==> src/rtl/seq_mul_signed.sv <==
`timescale 1ns/1ps
// Multi-cycle shift-add multiplier: a single 2*NUM_BITS adder walks the multiplier bits,
// and the sign is applied once at the end. Operands are taken as either unsigned or two's-complement.
module seq_mul_signed #(
  parameter int NUM_BITS = 16,
  parameter int CNT_BITS = 5
) (
  input  logic                    Clock,
  input  logic                    Reset,
  input  logic                    iStart,
  input  logic                    iSigned,
  input  logic [NUM_BITS-1:0]     iA,
  input  logic [NUM_BITS-1:0]     iB,
  output logic                    oReady,
  output logic                    oDone,
  output logic [2*NUM_BITS-1:0]   oResult
);

  localparam int PW = 2*NUM_BITS;
  localparam logic [CNT_BITS-1:0] LAST_CNT = CNT_BITS'(NUM_BITS-1);
  localparam logic [NUM_BITS-1:0] ONE_N    = NUM_BITS'(1);
  localparam logic [PW-1:0]       ONE_P    = PW'(1);

  typedef enum logic [1:0] {S_IDLE, S_CALC, S_FIX, S_DONE} state_t;

  state_t               r_state;
  logic                 r_ready;
  logic                 r_done;
  logic [PW-1:0]        r_result;
  logic [NUM_BITS-1:0]  r_mag_a;
  logic [NUM_BITS-1:0]  r_mag_b;
  logic                 r_neg;
  logic [PW-1:0]        r_acc;
  logic [CNT_BITS-1:0]  r_cnt;

  logic [NUM_BITS-1:0]  w_mag_a;
  logic [NUM_BITS-1:0]  w_mag_b;
  logic [NUM_BITS-1:0]  w_b_sh;
  logic [PW-1:0]        w_addend;
  logic [PW-1:0]        w_acc_nxt;
  logic [PW-1:0]        w_acc_neg;

  // -2^(N-1) negates to itself, which read as unsigned is exactly its magnitude
  assign w_mag_a   = (iSigned & iA[NUM_BITS-1]) ? (~iA + ONE_N) : iA;
  assign w_mag_b   = (iSigned & iB[NUM_BITS-1]) ? (~iB + ONE_N) : iB;
  assign w_b_sh    = r_mag_b >> r_cnt;
  assign w_addend  = {{NUM_BITS{1'b0}}, r_mag_a} << r_cnt;
  assign w_acc_nxt = w_b_sh[0] ? (r_acc + w_addend) : r_acc;
  assign w_acc_neg = ~r_acc + ONE_P;

  always_ff @(posedge Clock or negedge Reset) begin
    if (!Reset) begin
      r_state  <= S_IDLE;
      r_ready  <= 1'b1;
      r_done   <= 1'b0;
      r_result <= '0;
      r_mag_a  <= '0;
      r_mag_b  <= '0;
      r_neg    <= 1'b0;
      r_acc    <= '0;
      r_cnt    <= '0;
    end else begin
      case (r_state)
        S_IDLE: begin
          if (iStart) begin
            r_state <= S_CALC;
            r_ready <= 1'b0;
            r_mag_a <= w_mag_a;
            r_mag_b <= w_mag_b;
            r_neg   <= iSigned & (iA[NUM_BITS-1] ^ iB[NUM_BITS-1]);
            r_acc   <= '0;
            r_cnt   <= '0;
          end
        end
        S_CALC: begin
          r_acc <= w_acc_nxt;
          r_cnt <= r_cnt + 1'b1;
          if (r_cnt == LAST_CNT) r_state <= S_FIX;
        end
        S_FIX: begin
          // negating a zero accumulator yields zero, so no "-0" case exists
          r_result <= r_neg ? w_acc_neg : r_acc;
          r_done   <= 1'b1;
          r_state  <= S_DONE;
        end
        S_DONE: begin
          r_done  <= 1'b0;
          r_ready <= 1'b1;
          r_state <= S_IDLE;
        end
        default: begin
          r_state <= S_IDLE;
          r_ready <= 1'b1;
          r_done  <= 1'b0;
        end
      endcase
    end
  end

  assign oReady  = r_ready;
  assign oDone   = r_done;
  assign oResult = r_result;

endmodule
==> config.mk <==
export PLATFORM = sky130hd
export DESIGN_NAME = seq_mul_signed
export DESIGN_NICKNAME = d
export VERILOG_FILES = /design/src/rtl/seq_mul_signed.sv
export SDC_FILE = /design/constraint.sdc
export NUM_CORES = 1
export LEC_CHECK = 0
export BUFFER_PORTS_ARGS = -buffer_cell sky130_fd_sc_hd__buf_2
export CELL_PAD_IN_SITES_DETAIL_PLACEMENT = 1
export CELL_PAD_IN_SITES_GLOBAL_PLACEMENT = 2
export CORE_ASPECT_RATIO = 1.4
export CORE_UTILIZATION = 37
export DETAILED_ROUTE_END_ITERATION = 6
export HOLD_SLACK_MARGIN = 0.03
export PLACE_DENSITY_LB_ADDON = 0.08
export SLEW_MARGIN = 0
export SYNTH_ARGS = -nofsm -noshare
export SYNTH_HDL_FRONTEND = slang
export SYNTH_SLANG_ARGS = --single-unit
==> constraint.sdc <==
create_clock -name Clock -period 5.53 [get_ports Clock]
set_input_delay 0.8295 -clock Clock [delete_from_list [all_inputs] [get_ports Clock]]
set_output_delay 0.8295 -clock Clock [all_outputs]
set_load 0.02 [all_outputs]
# == Word level (Yosys, flattened, before mapping) ==
# Cells that the tools add are included.
# op_classes
addsub,5
n_eq_ne,7
n_shift,2
n_mux,14
bitwise_logic,7
n_reduce_logical,9
# ops
cell,n
two-way mux 32 bit,3
case mux 32 bit (2 select lines),1
"adder 16 x 1 -> 16 bit, second input constant",2
"adder 32 x 1 -> 32 bit, second input constant",1
adder 32 bit,1
two-way mux 16 bit,2
inverter 16 bit,2
inverter 32 bit,1
left shift 16 x 5 -> 32 bit,1
right shift 16 x 5 -> 1 bit,1
case mux 5 bit (2 select lines),1
case mux 2 bit (4 select lines),1
AND reduction 2 bit,4
"inequality test 2 bit, second input constant",3
nonzero test 2 bit,3
"adder 5 x 1 -> 5 bit, second input constant",1
"equality test 5 x 4 -> 1 bit, second input constant",1
two-way mux 5 bit,1
"equality test 2 bit, second input constant",2
two-way mux 2 bit,2
case mux 1 bit (2 select lines),2
AND 1 bit,3
AND reduction 3 bit,1
"equality test 2 x 1 -> 1 bit, second input constant",1
3 further kinds,3
# word_totals
register_bits,106
input_bits,36
out_inout_bits,34
elab_cells,53

# == Logic depth before layout (Yosys ltp) ==
# logic_depth
depth_word,4
mapped_depth,18

# == Least setup slack after synthesis ==
# OpenSTA, ideal clock, no wires.
# synth_timing
path_type,flip-flop to flip-flop
startpoint,register r_cnt[1]
endpoint,register r_acc[30]
setup_time_ps,122
arrival_time_ps,3918
slack_ps,1490
stages_incl_launch_ff,17
n_path_buf,3
period_less_slack_ps,4040
path_cell_list,dfrtp_1 -> clkbuf_1 -> buf_1 -> mux2_2 -> nor2_1 -> a21oi_1 -> mux2_2 -> mux2i_1 -> nor2_1 -> ha_1 -> clkbuf_1 -> and4_1 -> a21boi_0 -> o31ai_1 -> a221o_1 -> a21bo_2 -> a32o_1
# synth_via
elab_chain_cells,4
elab_cells_between_ends,7
classes_between,1 x add/sub; 1 x eq/ne; 2 x shift; 2 x mux; 1 x reduce/logical
# synth_lines
element,line_no,source
from (decl),34,logic [CNT_BITS-1:0] r_cnt;
from (signal assigned),77,r_cnt <= r_cnt + 1'b1;
left shift 16 x 5 -> 32 bit,47,"assign w_addend = {{NUM_BITS{1'b0}}, r_mag_a} << r_cnt;"
adder 32 bit,48,assign w_acc_nxt = w_b_sh[0] ? (r_acc + w_addend) : r_acc;
two-way mux 32 bit,48,
case mux 32 bit (2 select lines),63,case (r_state)
to (signal assigned),76,r_acc <= w_acc_nxt;
to (decl),33,logic [PW-1:0] r_acc;
# Several ways; a longest one is shown, not always the timed one. The select of a mux whose other input is x is not followed.
# A chain may end at the register's enable or synchronous reset.

# == Worst setup path after layout ==
# Same ends and word-level chain as after synthesis.

==> results.md <==
* Critical path data required time at 5790 ps
* Via density at 5.59
* Syn Inst Count at between 900 and 1000
* Port Buf Inserts at 69
* Minimum clock period at 4740 ps
* CP top delay family: compound AO/OA/AOI/OAI gates
* Die area at 0.0224 mm^2
* Final ANT Viol Nets at 0
* Max frequency at 211 MHz
* Clock latency on the worst-skew pair at ~380 ps
* GRT Util Overall at 0.226
* Post-DP HPWL at 19200 um
* Post-synth top area share at 0.325
* Main synth FF type: dfrtp_1
* Avg Cell Area, Syn at 8.39 um^2
* Worst EP arrival at 5000 ps
* Post-synth EDFFs at 0
* Final Setup Violations at 0
* Number of DRC markers in iteration 0 at 221
* Initial Utilization at 0.379
* IO Count at 70
* Ant diodes at 0
* Status: finished clean
* Final Max Tran Viols at 0
* Worst Max-Slew Pin Slew at 1090 ps
* Crit end category: register
* Post-CTS setup buffers at 0
* Layout Area Growth over Synthesis at 10.6%
* Crit-path slowest cell: dfrtp_1
* Number of global-route vias before repair at 7266
* Layout Skew at 12.9 ps
* Unrepaired setup endpoints after global routing: false
* Row Count at 63
* # H-tree levels at 3
* Worst vdd ir at 0.229 mV
* Total congestion overflow at 0
* Yosys reg bits at 106
* Share of cells above drive strength 1 at 0.125
* DRT Wirelength at 24200 um
* Via count at approximately 7000
* Multi-input gate area at 0.00516 mm^2
* Antenna violations before repair at 0
* Resize count post-CTS at 0
* Max cap viols at 0
* Crit-path max cell delay at 860 ps
* First-pass GRT wire length at ~39000 um
* Storage element area at 0.00265 mm^2
* CP bufs+invs at 0
* Setup TNS at 0 ps
* Most frequent CP cell: o21ai_0
* P per Cell Area at 571 mW/mm^2
* Slew Limit Headroom at 0.274
* Hold Crit Class: register to register
* Worst setup margin at 787 ps
* Pin count of the biggest net entering global routing at 65
* Routed length per instance at 19.1 um
* Die Ht at roughly 180 um
* Synth unique cells at 61
* Post-synthesis cell area at 0.00807 mm^2
* Worst slack, placed at 802 ps
* Yosys top cell by area: dfrtp_1
* Crit Path Class: register to register
* Drt first pass iters at 4
* Fill count at about 2600
* Crit-path max FO at 20
* Tcrit/Tclk final at 0.858
* Syn_nets at slightly above 1000
* Element type at the critical path start: register
* Post-synth ARST share at 1.00
* Static leakage at slightly above 4 nW
* Clock sink total at 106
* Area contributors post-synth: dfrtp_1 33%, ha_1 6.2%, nand2_1 5.6%
* Die X at 127 um
* Root buffer cell: clkbuf_16
* Core region area at ~0.021 mm^2
* Fin. Hold Viols at 0
* DRC viols at 0
* Synth Warn # at 0
* TritonCTS clock tree: yes
* GP Congestion at roughly 0.87
* Total CTS buffers at 9
* Clk slew on worst S/H paths at 80 ps
* Sequential fraction of the synthesis area at 0.329
* Ordered cell list for the critical path: mux2_2, o21ai_0, mux2i_1, o21ai_0, nor2_1, ha_1, and4_1, a21boi_0, o31ai_1, a221o_1, a21bo_2, a32o_1
* Clock buffer depth at 2
* # nets final at 1077
* Hold buffer count at CTS at 0
[state kept, by name, indices dropped and copies added (netlist names)]
name and cells:
r_acc 32, r_mag_b 16, r_cnt 5, r_mag_a 16, oReady 1, oResult 32
r_neg 1, r_state 2, oDone 1
[cells by family (layout without fill, tap and decap cells)]
family | Yosys count | count (layout) | synth area share
compound gates | 301 | 301 | 0.237
xor+xnor | 82 | 82 | 0.0890
fa+ha+maj | 41 | 41 | 0.0645
buf+inv | 70 | 113 | 0.0325
flops | 106 | 106 | 0.329
mux | 49 | 49 | 0.0670
simple gates | 313 | 313 | 0.182
[worst min-delay path: stages (launching register included)]
cell and delay, ps:
dfrtp_1 340, nand2_1 50, o21ai_0 60
[cell type report]
cell class / instances / area share
clock buffer: 11 / 0.0272
sequential: 106 / 0.297
timing repair buffer: 77 / 0.0457
tap: 260 / 0.0364
multi-input combinational: 786 / 0.578
clock inverter: 5 / 0.00701
inverter: 20 / 0.00841
[routing by layer]
metal | global-route usage | vias up | wire (um)
li1 | - | 3547 | -
met1 | 0.256 | 3383 | 9950
met2 | 0.426 | 106 | 13000
met3 | 0.0248 | 31 | 565
met4 | 0.0938 | 0 | 695
met5 | 0 | - | 0
[power breakdown]
group          leakage, nW  internal, mW  switching [mW]
clock                0.148         0.367           0.309
sequential            1.35          1.08           0.305
combinational         2.59          1.11            1.94
total                 4.08          2.55            2.55
[synthesized netlist by cell type (5+ instances only)]
cell type  instances
o31ai_1           29
clkbuf_1          42
ha_1              40
and2_1             6
inv_1             19
nor2b_1           12
o22ai_1            6
nor4_1             9
nor3_1             7
a22o_1            15
o21a_1             9
o21ai_0           86
nand2_1          121
nand3_1           13
xnor2_1           31
or4_1              6
or3_1              8
nand4_1            8
nor2_1            86
and4_1             6
a21oi_1           81
nand2b_1          12
mux2_2            16
mux2i_1           30
dfrtp_1          105
a21o_1            16
a211oi_1          10
xor2_1            51
o41ai_1            8
a32o_1             5
and3_1             7
a31oi_1            7
buf_1              8
[path summary, 6_finish.rpt]
path / startpoint / to / slack [ps] / cells past startpoint
worst max-delay path: r_cnt[1] / r_acc[30] / 790 / 12
worst min-delay path: r_mag_b[1] / r_mag_b[1] / 480 / 2
worst max register to register: r_cnt[1] / r_acc[30] / 790 / 12
worst min register to register: r_mag_b[1] / r_mag_b[1] / 480 / 2
max in group asynchronous: Reset / r_mag_a[0] / 3860 / 2
min in group asynchronous: Reset / oResult[3] / 490 / 1
[stage by stage]
| step | cell area [um^2] | std cells | power (mW) | utilization | hold slack [ps] |
|---|---|---|---|---|---|
| after floorplan | 8070 | 962 | 3.54 | - | 442 |
| after global placement | 8620 | 1249 | 4.42 | 0.405 | 460 |
| after detailed placement | 8620 | 1249 | 4.47 | 0.405 | 464 |
| after CTS | 8930 | 1265 | 5.18 | 0.420 | 482 |
| after global routing | 8930 | 1265 | 5.55 | 0.420 | 506 |
| final | 8930 | 1265 | 5.10 | 0.420 | 476 |
[placed cells by master (no fill, tap or decap), types with 19 or more instances in the layout]
cell | synthesis | routed
xor2_1 | 51 | 51
inv_1 | 19 | 19
dfrtp_1 | 105 | 105
mux2i_1 | 30 | 30
a21oi_1 | 81 | 81
nor2_1 | 86 | 86
ha_1 | 40 | 39
buf_2 | 0 | 68
nand2_1 | 121 | 120
o31ai_1 | 29 | 29
xnor2_1 | 31 | 31
o21ai_0 | 86 | 86
Power figures use the tool's default switching activity.
